<file path="src/rtl/dsram_arbiter_if.sv">
// dsram_arbiter_if
//   Bundles the two requester ports and the SRAM port of the data-SRAM
//   arbiter.
//   m0_* : EXU load/store port (req, addr, re, we, wdata -> gnt, rvalid, rdata)
//   m1_* : secondary master, debug/DMA fill (same signal set as m0)
//   sram_*: single-port SRAM side (en, we, addr, wdata -> rdata)
//   Modports:
//     slave  : the arbiter (sees requests, drives grants/read data/SRAM)
//     master : the environment (requesters plus SRAM model)
interface dsram_arbiter_if;
  logic        m0_req;
  logic [31:0] m0_addr;
  logic [3:0]  m0_re;
  logic [3:0]  m0_we;
  logic [31:0] m0_wdata;
  logic        m0_gnt;
  logic        m0_rvalid;
  logic [31:0] m0_rdata;

  logic        m1_req;
  logic [31:0] m1_addr;
  logic [3:0]  m1_re;
  logic [3:0]  m1_we;
  logic [31:0] m1_wdata;
  logic        m1_gnt;
  logic        m1_rvalid;
  logic [31:0] m1_rdata;

  logic        sram_en;
  logic [3:0]  sram_we;
  logic [31:0] sram_addr;
  logic [31:0] sram_wdata;
  logic [31:0] sram_rdata;

  modport slave (
    input  m0_req, m0_addr, m0_re, m0_we, m0_wdata,
    output m0_gnt, m0_rvalid, m0_rdata,
    input  m1_req, m1_addr, m1_re, m1_we, m1_wdata,
    output m1_gnt, m1_rvalid, m1_rdata,
    output sram_en, sram_we, sram_addr, sram_wdata,
    input  sram_rdata
  );

  modport master (
    output m0_req, m0_addr, m0_re, m0_we, m0_wdata,
    input  m0_gnt, m0_rvalid, m0_rdata,
    output m1_req, m1_addr, m1_re, m1_we, m1_wdata,
    input  m1_gnt, m1_rvalid, m1_rdata,
    input  sram_en, sram_we, sram_addr, sram_wdata,
    output sram_rdata
  );
endinterface

</file>
<file path="src/rtl/dsram_arbiter.sv">
// dsram_arbiter
//   Shares the single-port data SRAM between the EXU (port 0) and a
//   secondary master (port 1). Port 0 has fixed priority; a saturating
//   starvation counter hands priority to port 1 after STARVE_MAX consecutive
//   denied cycles. Grants are combinational; read data returns one cycle
//   after the grant and is steered to the port that owned the access.
//   Ports:
//     clk : system clock, rising edge
//     rst : asynchronous, active-low reset
//     bus : dsram_arbiter_if.slave (requester ports and SRAM port)
//   Parameters:
//     STARVE_MAX : denied cycles of port 1 before it takes priority (1..15)
//     CW         : starvation counter width, must hold STARVE_MAX
module dsram_arbiter #(
  parameter int unsigned STARVE_MAX = 4,
  parameter int unsigned CW         = 4
) (
  input logic            clk,
  input logic            rst,
  dsram_arbiter_if.slave bus
);

  localparam logic [CW-1:0] STARVE_LIM = CW'(STARVE_MAX);

  logic          q0;
  logic          q1;
  logic          gnt0;
  logic          gnt1;
  logic          rd_gnt;
  logic [CW-1:0] starve_cnt;
  logic          rd_pend;
  logic          rd_owner;

  // A request with no strobes at all is not an access and is ignored.
  always_comb begin
    q0   = bus.m0_req & ((bus.m0_re | bus.m0_we) != 4'b0000);
    q1   = bus.m1_req & ((bus.m1_re | bus.m1_we) != 4'b0000);
    gnt1 = q1 & (~q0 | (starve_cnt == STARVE_LIM));
    gnt0 = q0 & ~gnt1;
  end

  always_comb begin
    bus.m0_gnt = gnt0;
    bus.m1_gnt = gnt1;
  end

  // Write strobes win over read strobes, so a granted access is a read only
  // when the winner's we is all zero.
  always_comb begin
    rd_gnt = (gnt0 & (bus.m0_we == 4'b0000)) | (gnt1 & (bus.m1_we == 4'b0000));
  end

  always_comb begin
    bus.sram_en    = 1'b0;
    bus.sram_we    = 4'b0000;
    bus.sram_addr  = 32'h0;
    bus.sram_wdata = 32'h0;
    if (gnt1) begin
      bus.sram_en    = 1'b1;
      bus.sram_we    = bus.m1_we;
      bus.sram_addr  = bus.m1_addr;
      bus.sram_wdata = bus.m1_wdata;
    end else if (gnt0) begin
      bus.sram_en    = 1'b1;
      bus.sram_we    = bus.m0_we;
      bus.sram_addr  = bus.m0_addr;
      bus.sram_wdata = bus.m0_wdata;
    end
  end

  // Counts consecutive cycles port 1 was qualified but lost; any cycle it is
  // idle or served starts the count over.
  always_ff @(posedge clk or negedge rst) begin
    if (!rst) begin
      starve_cnt <= '0;
    end else if (gnt1 || !q1) begin
      starve_cnt <= '0;
    end else if (starve_cnt != STARVE_LIM) begin
      starve_cnt <= starve_cnt + 1'b1;
    end
  end

  always_ff @(posedge clk or negedge rst) begin
    if (!rst) begin
      rd_pend  <= 1'b0;
      rd_owner <= 1'b0;
    end else begin
      rd_pend  <= rd_gnt;
      rd_owner <= gnt1;
    end
  end

  always_comb begin
    bus.m0_rvalid = rd_pend & ~rd_owner;
    bus.m1_rvalid = rd_pend & rd_owner;
    bus.m0_rdata  = bus.m0_rvalid ? bus.sram_rdata : 32'h0;
    bus.m1_rdata  = bus.m1_rvalid ? bus.sram_rdata : 32'h0;
  end

endmodule

</file>
<file path="src/flat_wrapper.sv">
// flat-port wrapper written by rule: the top's interface ports become plain ports
module dsram_arbiter_flat 
#(
  parameter int unsigned STARVE_MAX = 4,
  parameter int unsigned CW         = 4
)
  (clk, rst, bus_m0_req, bus_m0_addr, bus_m0_re, bus_m0_we, bus_m0_wdata, bus_m0_gnt, bus_m0_rvalid, bus_m0_rdata, bus_m1_req, bus_m1_addr, bus_m1_re, bus_m1_we, bus_m1_wdata, bus_m1_gnt, bus_m1_rvalid, bus_m1_rdata, bus_sram_en, bus_sram_we, bus_sram_addr, bus_sram_wdata, bus_sram_rdata);
  dsram_arbiter_if bus_i ();
  input logic clk;
  input logic rst;
  input wire logic [$bits(bus_i.m0_req)-1:0] bus_m0_req;
  input wire logic [$bits(bus_i.m0_addr)-1:0] bus_m0_addr;
  input wire logic [$bits(bus_i.m0_re)-1:0] bus_m0_re;
  input wire logic [$bits(bus_i.m0_we)-1:0] bus_m0_we;
  input wire logic [$bits(bus_i.m0_wdata)-1:0] bus_m0_wdata;
  output wire logic [$bits(bus_i.m0_gnt)-1:0] bus_m0_gnt;
  output wire logic [$bits(bus_i.m0_rvalid)-1:0] bus_m0_rvalid;
  output wire logic [$bits(bus_i.m0_rdata)-1:0] bus_m0_rdata;
  input wire logic [$bits(bus_i.m1_req)-1:0] bus_m1_req;
  input wire logic [$bits(bus_i.m1_addr)-1:0] bus_m1_addr;
  input wire logic [$bits(bus_i.m1_re)-1:0] bus_m1_re;
  input wire logic [$bits(bus_i.m1_we)-1:0] bus_m1_we;
  input wire logic [$bits(bus_i.m1_wdata)-1:0] bus_m1_wdata;
  output wire logic [$bits(bus_i.m1_gnt)-1:0] bus_m1_gnt;
  output wire logic [$bits(bus_i.m1_rvalid)-1:0] bus_m1_rvalid;
  output wire logic [$bits(bus_i.m1_rdata)-1:0] bus_m1_rdata;
  output wire logic [$bits(bus_i.sram_en)-1:0] bus_sram_en;
  output wire logic [$bits(bus_i.sram_we)-1:0] bus_sram_we;
  output wire logic [$bits(bus_i.sram_addr)-1:0] bus_sram_addr;
  output wire logic [$bits(bus_i.sram_wdata)-1:0] bus_sram_wdata;
  input wire logic [$bits(bus_i.sram_rdata)-1:0] bus_sram_rdata;
  assign bus_i.m0_req = bus_m0_req;
  assign bus_i.m0_addr = bus_m0_addr;
  assign bus_i.m0_re = bus_m0_re;
  assign bus_i.m0_we = bus_m0_we;
  assign bus_i.m0_wdata = bus_m0_wdata;
  assign bus_m0_gnt = bus_i.m0_gnt;
  assign bus_m0_rvalid = bus_i.m0_rvalid;
  assign bus_m0_rdata = bus_i.m0_rdata;
  assign bus_i.m1_req = bus_m1_req;
  assign bus_i.m1_addr = bus_m1_addr;
  assign bus_i.m1_re = bus_m1_re;
  assign bus_i.m1_we = bus_m1_we;
  assign bus_i.m1_wdata = bus_m1_wdata;
  assign bus_m1_gnt = bus_i.m1_gnt;
  assign bus_m1_rvalid = bus_i.m1_rvalid;
  assign bus_m1_rdata = bus_i.m1_rdata;
  assign bus_sram_en = bus_i.sram_en;
  assign bus_sram_we = bus_i.sram_we;
  assign bus_sram_addr = bus_i.sram_addr;
  assign bus_sram_wdata = bus_i.sram_wdata;
  assign bus_i.sram_rdata = bus_sram_rdata;
  dsram_arbiter #(.STARVE_MAX(STARVE_MAX), .CW(CW)) u_core (.clk(clk), .rst(rst), .bus(bus_i));
endmodule
</file>
<file path="config.mk">
export PLATFORM = sky130hd
export DESIGN_NAME = dsram_arbiter_flat
export DESIGN_NICKNAME = d
export VERILOG_FILES = /design/src/rtl/dsram_arbiter_if.sv /design/src/rtl/dsram_arbiter.sv /design/src/flat_wrapper.sv
export SDC_FILE = /design/constraint.sdc
export NUM_CORES = 1
export LEC_CHECK = 0
export BUFFER_PORTS_ARGS = -buffer_cell sky130_fd_sc_hd__clkbuf_2
export CAP_MARGIN = 10
export CELL_PAD_IN_SITES_DETAIL_PLACEMENT = 2
export CELL_PAD_IN_SITES_GLOBAL_PLACEMENT = 2
export CORE_ASPECT_RATIO = 1.25
export CORE_MARGIN = 2
export CORE_UTILIZATION = 12
export CTS_CLUSTER_SIZE = 8
export DETAILED_ROUTE_END_ITERATION = 8
export MAX_ROUTING_LAYER = met4
export PLACE_DENSITY = 0.95
export SETUP_SLACK_MARGIN = 0.4
export SLEW_MARGIN = 0
export SYNTH_ARGS = -nofsm -noshare
export SYNTH_HDL_FRONTEND = slang
export SYNTH_SLANG_ARGS = --single-unit
</file>
<file path="constraint.sdc">
create_clock -name clk -period 2.9 [get_ports clk]
set_clock_uncertainty 0.15 [all_clocks]
set_input_delay 0.29 -clock clk [delete_from_list [all_inputs] [get_ports clk]]
set_output_delay 0.29 -clock clk [all_outputs]
set_load 0.005 [all_outputs]
</file>
==> results of run 1 <==
[state kept, by name, summed over array words and instances (netlist names)]
register / count
u_core.rd_pend: 1
u_core.rd_owner: 1
u_core.starve_cnt: 4
[per-stage QoR]
stage / util (%) / hold slack, ns
2_1_floorplan: - / -0.156
3_3_place_gp: 22.8 / -0.0279
3_5_place_dp: 22.8 / -0.0289
4_1_cts: 23.5 / 0.299
5_1_grt: 23.8 / 0.314
6_report: 23.8 / 0.297
[worst max-delay path, delay by kind of cell]
kind	cells	cell delay, ns
AOI/OAI and AO/OA	3	0.50
and+or+nand+nor	1	0.57
buffers and inverters	3	0.57
[synthesized netlist by cell type]
cell type / n / area, µm²
sky130_fd_sc_hd__buf_6: 4 / 45.0
sky130_fd_sc_hd__o21ai_0: 62 / 310
sky130_fd_sc_hd__ha_1: 2 / 25.0
sky130_fd_sc_hd__o21ai_2: 1 / 8.76
sky130_fd_sc_hd__mux2i_1: 4 / 40.0
sky130_fd_sc_hd__and3_1: 32 / 200
sky130_fd_sc_hd__nand3_1: 1 / 5.00
sky130_fd_sc_hd__o21ai_1: 3 / 15.0
sky130_fd_sc_hd__nand2_1: 5 / 18.8
sky130_fd_sc_hd__nor4_1: 2 / 12.5
sky130_fd_sc_hd__clkbuf_1: 22 / 82.6
sky130_fd_sc_hd__inv_2: 1 / 3.75
sky130_fd_sc_hd__xor2_1: 1 / 8.76
sky130_fd_sc_hd__buf_2: 10 / 50.1
sky130_fd_sc_hd__nand3b_1: 2 / 15.0
sky130_fd_sc_hd__a21boi_1: 1 / 7.51
sky130_fd_sc_hd__inv_1: 72 / 270
sky130_fd_sc_hd__xnor2_1: 1 / 8.76
sky130_fd_sc_hd__nor2b_1: 1 / 6.26
sky130_fd_sc_hd__dfrtp_1: 6 / 150
sky130_fd_sc_hd__or4_1: 1 / 7.51
sky130_fd_sc_hd__o211ai_1: 65 / 488
sky130_fd_sc_hd__nor2_1: 5 / 18.8
sky130_fd_sc_hd__and2_1: 33 / 206
sky130_fd_sc_hd__or4_4: 1 / 11.3
sky130_fd_sc_hd__buf_4: 1 / 7.51
sky130_fd_sc_hd__a21o_2: 1 / 8.76
[repair_timing]
action	4_1_cts	5_1_grt
cloned	1	1
hold endpoints to repair	6	0
hold buffers	1	0
endpoints found under the setup margin	70	42
setup buffers	0	2
gates resized for setup	2	4
pin swaps	1	1
[final cells by class]
| class | instances | area, µm² | share of cell area (%) |
|---|---|---|---|
| multi-input cells | 225 | 1470 | 37.0 |
| well taps | 220 | 275 | 6.92 |
| repair buffers | 330 | 1730 | 43.5 |
| inverters | 73 | 274 | 6.89 |
| flip-flops and latches | 6 | 150 | 3.77 |
| clock buffers | 3 | 75.1 | 1.89 |
[logic make-up (layout without fill, tap and decap cells)]
family                   after synthesis  count (layout)  share of synthesized area (%)
XOR/XNOR                               2               2                          0.862
multiplexers                           4               4                           1.97
AND/OR/NAND/NOR                       83              83                           24.7
flip-flops                             6               6                           7.39
adder cells (fa/ha/maj)                2               2                           1.23
buffers and inverters                110             406                           22.6
AO/OA/AOI/OAI                        133             134                           41.3
[report_power, final]
group | leakage [µW] | internal, µW | switching, µW | total (µW)
Sequential | 0.0000815 | 86.7 | 1.79 | 88.5
Clock | 0.0000370 | 177 | 45.6 | 222
Combinational | 0.00236 | 205 | 214 | 419
[metal layers]
layer,vias up,global-route usage (%)
met1,1720,14.8
met4,0,3.26
met3,23,3.16
li1,1766,-
met5,-,-
met2,215,27.7
[worst paths after layout]
check,start,end,slack (ns),depth (start not counted)
min in group clk,u_core.starve_cnt[0]$_DFFE_PN0P_,u_core.starve_cnt[0]$_DFFE_PN0P_,0.34,1
worst max-delay path,bus_m1_we[0],bus_sram_wdata[17],0.50,7
max in group asynchronous,rst,u_core.starve_cnt[2]$_DFFE_PN0P_,2.15,2
worst min register to register,u_core.starve_cnt[0]$_DFFE_PN0P_,u_core.starve_cnt[0]$_DFFE_PN0P_,0.34,1
worst max register to register,u_core.starve_cnt[0]$_DFFE_PN0P_,u_core.starve_cnt[2]$_DFFE_PN0P_,0.95,6
worst min-delay path,rst,u_core.starve_cnt[3]$_DFFE_PN0P_,0.30,2
==> impl_metrics.prom, run 1 <==
# TYPE chip_impl_metric gauge
chip_impl_metric{name="place.port_buffers",unit=""} 316
chip_impl_metric{name="post-route-cell-area",unit="mm²"} 0.00398
chip_impl_metric{name="met3_wl",unit="µm"} 1180
chip_impl_metric{name="ant_nets",unit=""} 0
chip_impl_metric{name="synth.yosys.seq_area_share",unit="%"} 7.39
chip_impl_metric{name="post-route-worst-setup-slack",unit="ns"} 0.501
chip_impl_info{name="cts_tree",value="done"} 1
chip_impl_metric{name="post-place-ws",unit="ns"} 0.145
chip_impl_metric{name="met2RoutedLength",unit="µm"} 7530
chip_impl_info{name="top_layer_used",value="met4"} 1
chip_impl_metric{name="clock-sinks",unit=""} 6
chip_impl_metric{name="place_congestion",unit=""} 0.781
chip_impl_metric{name="max-clock-path-buffers",unit=""} 2
chip_impl_metric{name="num-fill-cells",unit=""} 2133
chip_impl_metric{name="design.portCount",unit=""} 317
chip_impl_metric{name="clock.fmax",unit="MHz"} 417
chip_impl_metric{name="n_antenna_cell",unit=""} 0
chip_impl_metric{name="first_global_vias",unit=""} 3929
chip_impl_metric{name="fin_setup_tns",unit="ns"} 0
chip_impl_metric{name="timing.final.hold_violations",unit=""} 0
chip_impl_metric{name="clock_insertion_delay_worst_skew",unit="ns"} 0.23
chip_impl_metric{name="grt_first_pass_wirelength",unit="µm"} 20400
chip_impl_metric{name="remaining_drc_errors",unit=""} 0
chip_impl_metric{name="area_growth",unit="%"} 95.8
chip_impl_metric{name="period_needed",unit="ns"} 2.40
chip_impl_metric{name="firstDrtPassIters",unit=""} 4
chip_impl_metric{name="synth_nets",unit=""} 522
chip_impl_metric{name="yosysUniqueCellTypes",unit=""} 27
chip_impl_metric{name="seq_cells_post_synth",unit=""} 6
chip_impl_metric{name="drt-initial-drc-count",unit=""} 44
chip_impl_metric{name="numnets_final",unit=""} 821
chip_impl_metric{name="place_area",unit="mm²"} 0.00381
chip_impl_info{name="crit_path_slowest_cell",value="sky130_fd_sc_hd__or4_4"} 1
chip_impl_metric{name="pin_count_of_the_biggest_net_entering_global_routing",unit=""} 71
chip_impl_metric{name="worst_ir_drop_vdd",unit="mV"} 0.131
chip_impl_metric{name="vias",unit=""} 3724
chip_impl_metric{name="timing.slew.headroom",unit="%"} 47.2
chip_impl_metric{name="gr-usage-all-layers",unit="%"} 14.4
chip_impl_metric{name="std_cell_rows",unit=""} 53
chip_impl_metric{name="post_drt_wl_per_cell",unit="µm"} 16.5
chip_impl_info{name="mostFrequentLayoutCell",value="sky130_fd_sc_hd__clkbuf_2"} 1
chip_impl_metric{name="worst_setup_hold_path_clk_slew",unit="ns"} 0.03
chip_impl_metric{name="report.final.slew_viol_count",unit=""} 0
chip_impl_metric{name="dp_cells",unit=""} 849
chip_impl_metric{name="wl_met1",unit="µm"} 5180
chip_impl_metric{name="die-height",unit="µm"} 149
chip_impl_metric{name="die-width",unit="µm"} 120
chip_impl_metric{name="drv_cap",unit=""} 0
chip_impl_metric{name="min_period_over_period",unit="%"} 82.7
chip_impl_metric{name="yosysWarnings",unit=""} 0
chip_impl_metric{name="cts_max_level",unit=""} 1
chip_impl_metric{name="setup_viol",unit=""} 0
chip_impl_info{name="grt_setup_unrepaired",value="true"} 1
chip_impl_metric{name="leakage",unit="µW"} 0.00248
chip_impl_metric{name="crit_fanout",unit=""} 39
chip_impl_metric{name="post_drt_via_cell_ratio",unit=""} 4.35
chip_impl_metric{name="total_power",unit="µW"} 730
chip_impl_metric{name="route.final.wire_length",unit="µm"} 14200
chip_impl_info{name="cp_cell_sequence",value="clkbuf_2, or4_4, o21ai_4, buf_6, o211ai_1, o21ai_0, clkbuf_2"} 1
chip_impl_metric{name="final_cell_count_no_fill",unit=""} 857
chip_impl_metric{name="postSynthCellCount",unit=""} 340
chip_impl_metric{name="max_slew.worst_pin.slew",unit="ns"} 0.787
chip_impl_metric{name="numCtsBuffers",unit=""} 3
chip_impl_metric{name="timing.critical_path.required",unit="ns"} 2.46
chip_impl_info{name="hold_path.class",value="in -> async"} 1
chip_impl_metric{name="post_synth_instance_area",unit="mm²"} 0.00203
chip_impl_metric{name="post_synth.cell_area_avg",unit="µm²"} 5.98
chip_impl_metric{name="initial_utilization",unit="%"} 12.2
chip_impl_metric{name="grt-ovfl-total",unit=""} 0
chip_impl_metric{name="antenna_found_initial",unit=""} 0
chip_impl_metric{name="fp.dieArea",unit="mm²"} 0.0180
chip_impl_metric{name="core_area",unit="mm²"} 0.0167
chip_impl_info{name="status",value="completed"} 1
chip_impl_info{name="cts.root.buffer_cell",value="sky130_fd_sc_hd__clkbuf_16"} 1
chip_impl_metric{name="drive_gt1_share",unit="%"} 53.4
chip_impl_metric{name="slowest_delay",unit="ns"} 0.57
chip_impl_info{name="critPathCaptureType",value="primary output"} 1
chip_impl_info{name="crit_path_start_kind",value="input port"} 1
chip_impl_info{name="mostFrequentLayoutCells",value="sky130_fd_sc_hd__clkbuf_2, sky130_fd_sc_hd__inv_1, sky130_fd_sc_hd__o211ai_1"} 1
chip_impl_metric{name="place_hpwl",unit="µm"} 11500
chip_impl_metric{name="worst_ep_arrival_time",unit="ns"} 1.96
chip_impl_info{name="worst-setup-path-type",value="in -> out"} 1
chip_impl_metric{name="power_density",unit="mW/mm²"} 183
chip_impl_info{name="critPathMostFrequentCell",value="sky130_fd_sc_hd__clkbuf_2"} 1
Power figures use the tool's default switching activity.
==> run 2, diff against run 1 <==
--- a/config.mk
+++ b/config.mk
@@ -11,11 +11,11 @@
 export CELL_PAD_IN_SITES_GLOBAL_PLACEMENT = 2
 export CORE_ASPECT_RATIO = 1.25
 export CORE_MARGIN = 2
-export CORE_UTILIZATION = 12
+export CORE_UTILIZATION = 10
 export CTS_CLUSTER_SIZE = 8
 export DETAILED_ROUTE_END_ITERATION = 8
 export MAX_ROUTING_LAYER = met4
-export PLACE_DENSITY = 0.95
+export PLACE_DENSITY = 0.88
 export SETUP_SLACK_MARGIN = 0.4
 export SLEW_MARGIN = 0
 export SYNTH_ARGS = -nofsm -noshare
==> constraint.sdc (replaced) <==
create_clock -name clk -period 2 [get_ports clk]
set_clock_uncertainty 0.15 [all_clocks]
set_input_delay 0.2 -clock clk [delete_from_list [all_inputs] [get_ports clk]]
set_output_delay 0.2 -clock clk [all_outputs]
set_load 0.005 [all_outputs]
==> impl_metrics.prom, run 2 (same netlist as run 1, synthesis figures left out) <==
# TYPE chip_impl_metric gauge
chip_impl_info{name="status",value="finished with violations"} 1
chip_impl_info{name="violations",value="setup timing"} 1
chip_impl_metric{name="clock_insertion_delay_worst_skew",unit="ns"} 0.23
chip_impl_metric{name="die-width",unit="µm"} 131
chip_impl_metric{name="numCtsBuffers",unit=""} 3
chip_impl_metric{name="gr-usage-all-layers",unit="%"} 14.7
chip_impl_metric{name="worst_setup_hold_path_clk_slew",unit="ns"} 0.03
chip_impl_info{name="worst-setup-path-type",value="in -> out"} 1
chip_impl_metric{name="grt-ovfl-total",unit=""} 0
chip_impl_metric{name="timing.final.hold_violations",unit=""} 0
chip_impl_metric{name="drt-initial-drc-count",unit=""} 75
chip_impl_metric{name="place_hpwl",unit="µm"} 12300
chip_impl_metric{name="vias",unit=""} 4029
chip_impl_metric{name="period_needed",unit="ns"} 2.22
chip_impl_metric{name="core_area",unit="mm²"} 0.0200
chip_impl_metric{name="drv_cap",unit=""} 0
chip_impl_metric{name="route.final.wire_length",unit="µm"} 17300
chip_impl_info{name="cts.root.buffer_cell",value="sky130_fd_sc_hd__clkbuf_16"} 1
chip_impl_metric{name="pin_count_of_the_biggest_net_entering_global_routing",unit=""} 44
chip_impl_metric{name="multi_input_comb_area",unit="mm²"} 0.00168
chip_impl_metric{name="post-place-ws",unit="ns"} -0.163
chip_impl_metric{name="report.final.slew_viol_count",unit=""} 0
chip_impl_metric{name="grt_first_pass_wirelength",unit="µm"} 24200
chip_impl_metric{name="min_period_over_period",unit="%"} 111
chip_impl_metric{name="post_drt_wl_per_cell",unit="µm"} 18.2
chip_impl_info{name="cts_tree",value="done"} 1
chip_impl_info{name="hold_path.class",value="in -> async"} 1
chip_impl_metric{name="area_growth",unit="%"} 150
chip_impl_metric{name="drive_gt1_share",unit="%"} 66.1
chip_impl_metric{name="timing.critical_path.required",unit="ns"} 1.65
chip_impl_metric{name="die-height",unit="µm"} 163
chip_impl_metric{name="num-fill-cells",unit=""} 2416
chip_impl_metric{name="clock.fmax",unit="MHz"} 451
chip_impl_metric{name="firstDrtPassIters",unit=""} 4
chip_impl_metric{name="remaining_drc_errors",unit=""} 0
chip_impl_metric{name="max_slew.worst_pin.slew",unit="ns"} 0.353
chip_impl_metric{name="first_global_vias",unit=""} 4342
chip_impl_metric{name="place.port_buffers",unit=""} 316
chip_impl_info{name="critPathCaptureType",value="primary output"} 1
chip_impl_metric{name="max-clock-path-buffers",unit=""} 2
chip_impl_metric{name="setup_viol",unit=""} 70
chip_impl_metric{name="leakage",unit="µW"} 0.00296
chip_impl_metric{name="place_congestion",unit=""} 0.788
chip_impl_metric{name="post_drt_via_cell_ratio",unit=""} 4.24
chip_impl_metric{name="crit_fanout",unit=""} 7
chip_impl_metric{name="ant_nets",unit=""} 0
chip_impl_metric{name="antenna_found_initial",unit=""} 2
chip_impl_metric{name="numnets_final",unit=""} 863
chip_impl_metric{name="largest_register_ffs",unit=""} 4
chip_impl_metric{name="worst_ep_arrival_time",unit="ns"} 1.87
chip_impl_info{name="mostFrequentLayoutCells",value="sky130_fd_sc_hd__clkbuf_2, sky130_fd_sc_hd__inv_1, sky130_fd_sc_hd__o211ai_1"} 1
chip_impl_metric{name="utilization",unit="%"} 25.4
chip_impl_info{name="crit_path_start_kind",value="input port"} 1
chip_impl_metric{name="worst_ir_drop_vdd",unit="mV"} 0.189
chip_impl_metric{name="post-route-cell-area",unit="mm²"} 0.00509
chip_impl_info{name="reg.largest.list",value="u_core.starve_cnt (4), u_core.rd_owner (1), u_core.rd_pend (1)"} 1
chip_impl_metric{name="dp_cells",unit=""} 917
chip_impl_metric{name="fp.dieArea",unit="mm²"} 0.0215
chip_impl_metric{name="design.portCount",unit=""} 317
chip_impl_metric{name="post-route-worst-setup-slack",unit="ns"} -0.215
chip_impl_metric{name="final_cell_count_no_fill",unit=""} 950
chip_impl_info{name="mostFrequentLayoutCell",value="sky130_fd_sc_hd__clkbuf_2"} 1
chip_impl_metric{name="initial_utilization",unit="%"} 10.1
chip_impl_info{name="max_flop_register",value="u_core.starve_cnt"} 1
chip_impl_metric{name="cts_max_level",unit=""} 1
chip_impl_metric{name="timing.slew.headroom",unit="%"} 76.2
chip_impl_metric{name="seq_area",unit="µm²"} 151
chip_impl_metric{name="std_cell_rows",unit=""} 58
chip_impl_metric{name="place_area",unit="mm²"} 0.00407
chip_impl_metric{name="power_density",unit="mW/mm²"} 245
chip_impl_info{name="grt_setup_unrepaired",value="true"} 1
chip_impl_metric{name="clock-sinks",unit=""} 6
==> run 2: through the flow <==
stage                     setup TNS [ns]  hold slack (ns)  power (µW)
after floorplan                        0           -0.246         365
after global placement             -4.32           -0.117         747
after detailed placement           -7.04           -0.110         773
after CTS                         -11.30            0.211        1210
after global routing              -15.15            0.199        1340
final                              -9.32            0.184        1250
==> run 2: path summary, 6_finish.rpt <==
path	start	endpoint	slack, ns	cells after the start
worst max-delay path	bus_m1_we[0]	bus_sram_wdata[31]	-0.22	9
worst min-delay path	rst	u_core.starve_cnt[3]$_DFFE_PN0P_	0.18	2
worst max register to register	u_core.starve_cnt[1]$_DFFE_PN0P_	u_core.rd_pend$_DFF_PN0_	0.26	8
worst min register to register	u_core.starve_cnt[0]$_DFFE_PN0P_	u_core.starve_cnt[0]$_DFFE_PN0P_	0.39	2
max in group asynchronous	rst	u_core.rd_owner$_DFF_PN0_	1.34	2
min in group clk	bus_m1_we[0]	u_core.rd_pend$_DFF_PN0_	0.27	4
==> run 2: metal layers <==
| metal | wire length (µm) | up-vias | GRT usage, % |
|---|---|---|---|
| li1 | - | 1849 | - |
| met1 | 6110 | 1910 | 15.0 |
| met2 | 9250 | 238 | 28.0 |
| met3 | 1300 | 32 | 3.48 |
| met4 | 585 | 0 | 4.35 |
| met5 | 0 | - | - |
==> run 2: report_power, final <==
group	total [µW]	internal [µW]	switching, µW
Combinational	793	415	378
Sequential	129	126	3.36
Clock	326	257	69.0
Total	1250	797	451
==> run 2: what timing repair did <==
item                                    4_1_cts  5_1_grt
resized for setup                           108      111
endpoints found under the setup margin      112      111
hold endpoints to repair                      6        0
hold buffers                                  1        0
buffers inserted                              7        7
pin swaps                                    32       30
cloned                                       11        3
==> run 2: final cells by class <==
cell class | instances | area share, %
clock buffer | 3 | 1.48
inverter | 73 | 5.49
tap | 270 | 6.64
multi-input combinational | 225 | 33.0
antenna | 1 | 0.0492
sequential | 6 | 2.98
timing repair buffer | 372 | 50.4
==> run 2: worst max-delay path: stages <==
cell and delay, ns:
sky130_fd_sc_hd__buf_6 0.09, sky130_fd_sc_hd__or4_4 0.55, sky130_fd_sc_hd__o21ai_4 0.27, sky130_fd_sc_hd__buf_4 0.16, sky130_fd_sc_hd__buf_6 0.08, sky130_fd_sc_hd__buf_8 0.12
sky130_fd_sc_hd__o211ai_1 0.12, sky130_fd_sc_hd__o21ai_1 0.12, sky130_fd_sc_hd__buf_2 0.14
